`src/rtl/move_validator.sv`:
```
// move_validator: walks one direction from a candidate empty cell on a bordered 10x10
// board and reports whether the move would capture at least one opponent disc.
//
// Optional feature: define VALI_FLIP_EN to add a FLIP state that writes the player
// colour over the captured discs (ports flip_in, mem_we_o, mem_wdata_o).
//
// Ports:
//   clock        - single clock, rising edge
//   reset        - asynchronous active-low reset
//   enable       - start one direction walk (honoured only while idle)
//   ld           - capture step_in/origin_in/player_in (and flip_in) while idle
//   step_in      - signed cell step (-10, 10, -1, 1)
//   origin_in    - candidate empty cell address
//   player_in    - moving colour (01 black, 10 white)
//   mem_addr_o   - board RAM address
//   mem_rd_o     - board RAM read strobe, data returns one cycle later
//   mem_data_i   - cell value (00 empty, 01 black, 10 white, 11 border)
//   s_done_o     - one-cycle walk-complete pulse
//   dir_status_o - 1 when the direction captures, held until the next start
module move_validator #(
  parameter int unsigned ROW_W   = 10,
  parameter int unsigned MAX_RUN = 8
) (
  input  logic       clock,
  input  logic       reset,
  input  logic       enable,
  input  logic       ld,
  input  logic [4:0] step_in,
  input  logic [6:0] origin_in,
  input  logic [1:0] player_in,
`ifdef VALI_FLIP_EN
  input  logic       flip_in,
  output logic       mem_we_o,
  output logic [1:0] mem_wdata_o,
`endif
  output logic [6:0] mem_addr_o,
  output logic       mem_rd_o,
  input  logic [1:0] mem_data_i,
  output logic       s_done_o,
  output logic       dir_status_o
);

  localparam int unsigned RunW     = $clog2(MAX_RUN + 1);
  localparam logic [7:0]  LastCell = 8'(ROW_W * ROW_W - 1);

`ifdef VALI_FLIP_EN
  typedef enum logic [2:0] {StIdle, StRead, StCheck, StFlip, StDone} state_e;
`else
  typedef enum logic [1:0] {StIdle, StRead, StCheck, StDone} state_e;
`endif

  state_e             state_q;
  logic [4:0]         step_q;
  logic [6:0]         origin_q;
  logic [1:0]         player_q;
  logic signed [7:0]  cur_q;
  logic [RunW-1:0]    run_q;
  logic [6:0]         mem_addr_q;
  logic               mem_rd_q;
  logic               s_done_q;
  logic               dir_q;
`ifdef VALI_FLIP_EN
  logic               flip_q;
  logic               we_q;
  logic [RunW-1:0]    wcnt_q;
  logic signed [7:0]  flip_start;
`endif

  // A same-cycle ld/enable walks with the values presented that cycle.
  logic [4:0]        step_sel;
  logic [6:0]        origin_sel;
  logic signed [7:0] start_cur;
  logic signed [7:0] step_ext;
  logic signed [7:0] next_cur;
  logic [RunW-1:0]   run_inc;
  logic [1:0]        opp_colour;
  logic              is_colour;

  assign step_sel   = ld ? step_in : step_q;
  assign origin_sel = ld ? origin_in : origin_q;
  assign start_cur  = $signed({1'b0, origin_sel}) + $signed({{3{step_sel[4]}}, step_sel});
  assign step_ext   = $signed({{3{step_q[4]}}, step_q});
  assign next_cur   = cur_q + step_ext;
  assign run_inc    = run_q + RunW'(1);
  assign opp_colour = {player_q[0], player_q[1]};
  // Only 01/10 are disc colours; empty and border never match a player.
  assign is_colour  = ^mem_data_i;
`ifdef VALI_FLIP_EN
  assign flip_start = $signed({1'b0, origin_q}) + step_ext;
`endif

  function automatic logic in_range(input logic signed [7:0] c);
    return !c[7] && ($unsigned(c) <= LastCell);
  endfunction

  always_ff @(posedge clock or negedge reset) begin
    if (!reset) begin
      state_q    <= StIdle;
      step_q     <= '0;
      origin_q   <= '0;
      player_q   <= '0;
      cur_q      <= '0;
      run_q      <= '0;
      mem_addr_q <= '0;
      mem_rd_q   <= 1'b0;
      s_done_q   <= 1'b0;
      dir_q      <= 1'b0;
`ifdef VALI_FLIP_EN
      flip_q     <= 1'b0;
      we_q       <= 1'b0;
      wcnt_q     <= '0;
`endif
    end else begin
      s_done_q <= 1'b0;
      unique case (state_q)
        StIdle: begin
          if (ld) begin
            step_q   <= step_in;
            origin_q <= origin_in;
            player_q <= player_in;
`ifdef VALI_FLIP_EN
            flip_q   <= flip_in;
`endif
          end
          if (enable) begin
            state_q    <= StRead;
            dir_q      <= 1'b0;
            run_q      <= '0;
            cur_q      <= start_cur;
            mem_addr_q <= start_cur[6:0];
            // Off-board address: no read is issued and READ exits straight to DONE.
            mem_rd_q   <= in_range(start_cur);
          end
        end
        StRead: begin
          mem_rd_q <= 1'b0;
          if (mem_rd_q) begin
            state_q <= StCheck;
          end else begin
            state_q  <= StDone;
            s_done_q <= 1'b1;
          end
        end
        StCheck: begin
          if (is_colour && (mem_data_i == opp_colour)) begin
            if (run_inc == RunW'(MAX_RUN)) begin
              state_q  <= StDone;
              s_done_q <= 1'b1;
            end else begin
              run_q      <= run_inc;
              cur_q      <= next_cur;
              mem_addr_q <= next_cur[6:0];
              mem_rd_q   <= in_range(next_cur);
              state_q    <= StRead;
            end
          end else if (is_colour && (mem_data_i == player_q) && (run_q != '0)) begin
`ifdef VALI_FLIP_EN
            if (flip_q) begin
              state_q    <= StFlip;
              cur_q      <= flip_start;
              mem_addr_q <= flip_start[6:0];
              we_q       <= 1'b1;
              wcnt_q     <= RunW'(1);
            end else begin
              state_q  <= StDone;
              s_done_q <= 1'b1;
              dir_q    <= 1'b1;
            end
`else
            state_q  <= StDone;
            s_done_q <= 1'b1;
            dir_q    <= 1'b1;
`endif
          end else begin
            state_q  <= StDone;
            s_done_q <= 1'b1;
          end
        end
`ifdef VALI_FLIP_EN
        // One captured cell written per cycle, nearest to the origin first.
        StFlip: begin
          if (wcnt_q == run_q) begin
            we_q     <= 1'b0;
            state_q  <= StDone;
            s_done_q <= 1'b1;
            dir_q    <= 1'b1;
          end else begin
            cur_q      <= next_cur;
            mem_addr_q <= next_cur[6:0];
            wcnt_q     <= wcnt_q + RunW'(1);
          end
        end
`endif
        StDone: begin
          state_q <= StIdle;
        end
        default: begin
          state_q <= StIdle;
        end
      endcase
    end
  end

  assign mem_addr_o   = mem_addr_q;
  assign mem_rd_o     = mem_rd_q;
  assign s_done_o     = s_done_q;
  assign dir_status_o = dir_q;
`ifdef VALI_FLIP_EN
  assign mem_we_o     = we_q;
  assign mem_wdata_o  = we_q ? player_q : 2'b00;
`endif

endmodule

```
`config.mk`:
```
export PLATFORM = sky130hd
export DESIGN_NAME = move_validator
export DESIGN_NICKNAME = d
export VERILOG_FILES = /design/src/rtl/move_validator.sv
export SDC_FILE = /design/constraint.sdc
export NUM_CORES = 1
export LEC_CHECK = 0
export BUFFER_PORTS_ARGS = -buffer_cell sky130_fd_sc_hd__buf_2
export CAP_MARGIN = 20
export CORE_MARGIN = 3
export CORE_UTILIZATION = 54
export DETAILED_ROUTE_END_ITERATION = 7
export PLACE_DENSITY_LB_ADDON = 0.3
export SYNTH_ARGS = -nofsm -noshare
export SYNTH_HDL_FRONTEND = slang
export SYNTH_SLANG_ARGS = --single-unit
```
`constraint.sdc`:
```
create_clock -name clock -period 4.2 [get_ports clock]
set_input_delay 0.21 -clock clock [delete_from_list [all_inputs] [get_ports clock]]
set_output_delay 0.21 -clock clock [all_outputs]
set_load 0.005 [all_outputs]
```
==> results by group <==
Drt
  • DRT antenna net count: 0
  • # DRC: 0
  • Drt via density: 5.77
  • WL per Instance: about 15 um
  • Final WL: 4580 um
  • Routed vias: 1823
  • Initial DRC Count: 101
  • DRT Pass-1 Iters: 4

Floorplanning
  • Die X: slightly above 70 um
  • Io pins: 30
  • Core Area: roughly 4100 um^2
  • Die area: 5250 um^2
  • Die height: 72.5 um
  • FP Rows: 23
  • Initial Util: 57.6%

Clock network
  • Post-CTS Hold Buffers: 1
  • Num CTS Buffers: 5
  • Clock-pin slew on the worst setup and hold paths: 60 ps
  • Clock Tree Root: clkbuf_8
  • CTS tree: built
  • Clock buffer depth: 2
  • Postcts setup bufs: 0
  • CTS HTree Levels: 2
  • Clk_lat worst skew: 280 ps
  • CTS resizes: 0
  • Number of clock sinks: 31

Final layout
  • Most frequent cells in the layout: 31 x dfrtp_1, 29 x buf_2, 27 x mux2_2
  • Final Cell Area: between 2000 and 3000 um^2
  • Area Growth Syn to Fin: 8.70%
  • Layout cell share with drive strength beyond 1: 25.9%
  • Commonest non-fill, non-tap cell in the layout: dfrtp_1
  • Inserted Diodes: 0
  • Final Non-Filler Cells: 316
  • Final Net Count: 309
  • Fill cell count: 363

Logic synthesis
  • Register bit count reported by yosys: 31
  • Mapped Cells: 244
  • Register area share after synthesis: 32.5%
  • Most used DFF post-synth: dfrtp_1
  • Ys Warns: 0
  • Mapped Area: 2390 um^2
  • Syn_nets: 287
  • Synth cell types: 50
  • EDFF count, synth: 0
  • Yosys top cell area share: 32.5%
  • FFs w/ async S/R, synth: 100%
  • Avg Inst Size Synth: 9.78 um^2
  • Synth area leaders: dfrtp_1 32%, mux2_2 13%, ha_1 11%
  • Yosys top cell by area: dfrtp_1

Global routing
  • Total global-route track usage: 19.3%
  • Largest net degree at the start of global routing: 32
  • First-pass GRT wire length: 8050 um
  • Initial antenna violation count: 0
  • Vias in the first global route: approximately 1700
  • Grt ovf: 0

Timing
  • Max frequency: between 0.3 and 0.4 GHz
  • Final min period: around 2500 ps
  • Setup Viol. Count Final: 0
  • Post-Route Setup TNS: 0 ps
  • Worst slew margin: a little over half
  • Hold Fails Final Rpt: 0
  • Worst Skew: around 5 ps
  • RSZ-0062 raised after global routing: no
  • Worst-margin pin slew: 683 ps
  • Tcrit/Tclk final: 60.4%
  • Final Slew Violations: 0

Worst setup path
  • Required time of the critical path: 4340 ps
  • Arrival @ worst endpoint: 2680 ps
  • Critical-path maximum fanout: 5
  • Crit Path Class: reg -> reg
  • Worst setup SP type: flip-flop
  • CP Capture Type: flip-flop

Place
  • GP Congestion: roughly 0.9
  • Dpl cells: 308
  • Area post-placement: between 2000 and 2500 um^2
  • Final HPWL DP: 3530 um
  • Number of buffers added on ports: 29

Power and ir drop
  • LEAKAGE: 1.21 nW
  • Clk pwr share: between 10% and 20%
  • Max VDD drop: 0.000408 V
  • Power density over the cells: between 800 and 900 nW/um^2
  • Seq pwr share: 25.2%
  • Internal Power: 1.22 mW
  • Sw Pwr: 1.01 mW
  • Switch share: 45.3%
  • Gate power share: between 60% and 70%

Flow run
  • Max Cap Violations: 0

Worst hold path
  • Min-Delay Path Class: in -> reg

Status
  • Outcome: finished clean
==> sequential cells by signal, indices dropped and copies added (netlist names) <==
| register | cells |
|---|---|
| s_done_o | 1 |
| player_q | 2 |
| dir_status_o | 1 |
| state_q | 2 |
| cur_q | 8 |
| mem_rd_o | 1 |
| run_q | 4 |
| step_q | 5 |
| origin_q | 7 |
==> per-layer routing <==
layer  GRT usage (%)  wire length (um)  up-vias
met5               0                 0        -
met4            5.74                44        0
met3            3.74               168        6
met2            28.1              1990       34
met1            28.9              2380      851
li1                -                 -      932
==> stage by stage <==
| stage | power (mW) | util (%) | hold WS (ps) | setup slack, ps |
|---|---|---|---|---|
| floorplan | 1.73 | - | -85.6 | 1580 |
| global placement | 1.96 | 60.3 | 295 | 1550 |
| detailed placement | 1.98 | 60.3 | 294 | 1460 |
| CTS | 2.23 | 62.6 | 154 | 1660 |
| global route | 2.46 | 62.6 | 170 | 1450 |
| finish | 2.24 | 62.6 | 161 | 1660 |
==> cells by family after synthesis <==
family,share of synthesized area (%)
AO/OA/AOI/OAI,17.1
buffers and inverters,5.19
AND/OR/NAND/NOR,13.8
adder cells (fa/ha/maj),12.7
XOR/XNOR,4.35
multiplexers,14.4
flip-flops,32.5
==> path summary, 6_finish.rpt <==
| path | startpoint | end | slack, ps | depth (start not counted) |
|---|---|---|---|---|
| worst max-delay path | step_q[0] | mem_rd_o | 1660 | 9 |
| worst min-delay path | player_in[1] | player_q[1] | 160 | 2 |
| worst max register to register | step_q[0] | mem_rd_o | 1660 | 9 |
| worst min register to register | origin_q[6] | origin_q[6] | 500 | 1 |
| max in group asynchronous | reset | cur_q[7] | 3240 | 2 |
| min in group asynchronous | reset | cur_q[0] | 520 | 2 |
==> critical path, cell delays in order (launching register included) <==
cell and delay [ps]:
dfrtp_1 400, mux2_2 270, ha_1 230, fa_1 460
a211oi_1 280, o21bai_1 120, a21oi_1 190, xnor2_1 180
a311o_1 200, o311ai_1 80
==> cell type report <==
type / count / area, um^2 / area share [%]
Multi-Input combinational cell: 191 / 1490 / 57.3
Sequential cell: 31 / 776 / 29.9
Timing Repair Buffer: 30 / 155 / 5.98
Clock buffer: 6 / 82.6 / 3.18
Tap cell: 50 / 62.6 / 2.41
Inverter: 7 / 26.3 / 1.01
Clock inverter: 1 / 5.00 / 0.193
==> power groups by stage <==
stage | registers (mW) | logic (mW) | clock network (mW)
after floorplan | 0.531 | 1.20 | 0
after global placement | 0.564 | 1.40 | 0
after detailed placement | 0.569 | 1.42 | 0
after CTS | 0.563 | 1.43 | 0.238
after global routing | 0.587 | 1.63 | 0.251
final | 0.563 | 1.44 | 0.233
==> synth_stat cells, types with 5 or more instances <==
cell,number
a211oi_1,6
a21oi_1,12
buf_4,7
dfrtp_1,31
ha_1,21
inv_1,6
mux2_2,27
nand2_1,21
nand2b_1,5
nor2_1,15
o21ai_0,24
xnor2_1,8
(Power assumes the default switching activity.)
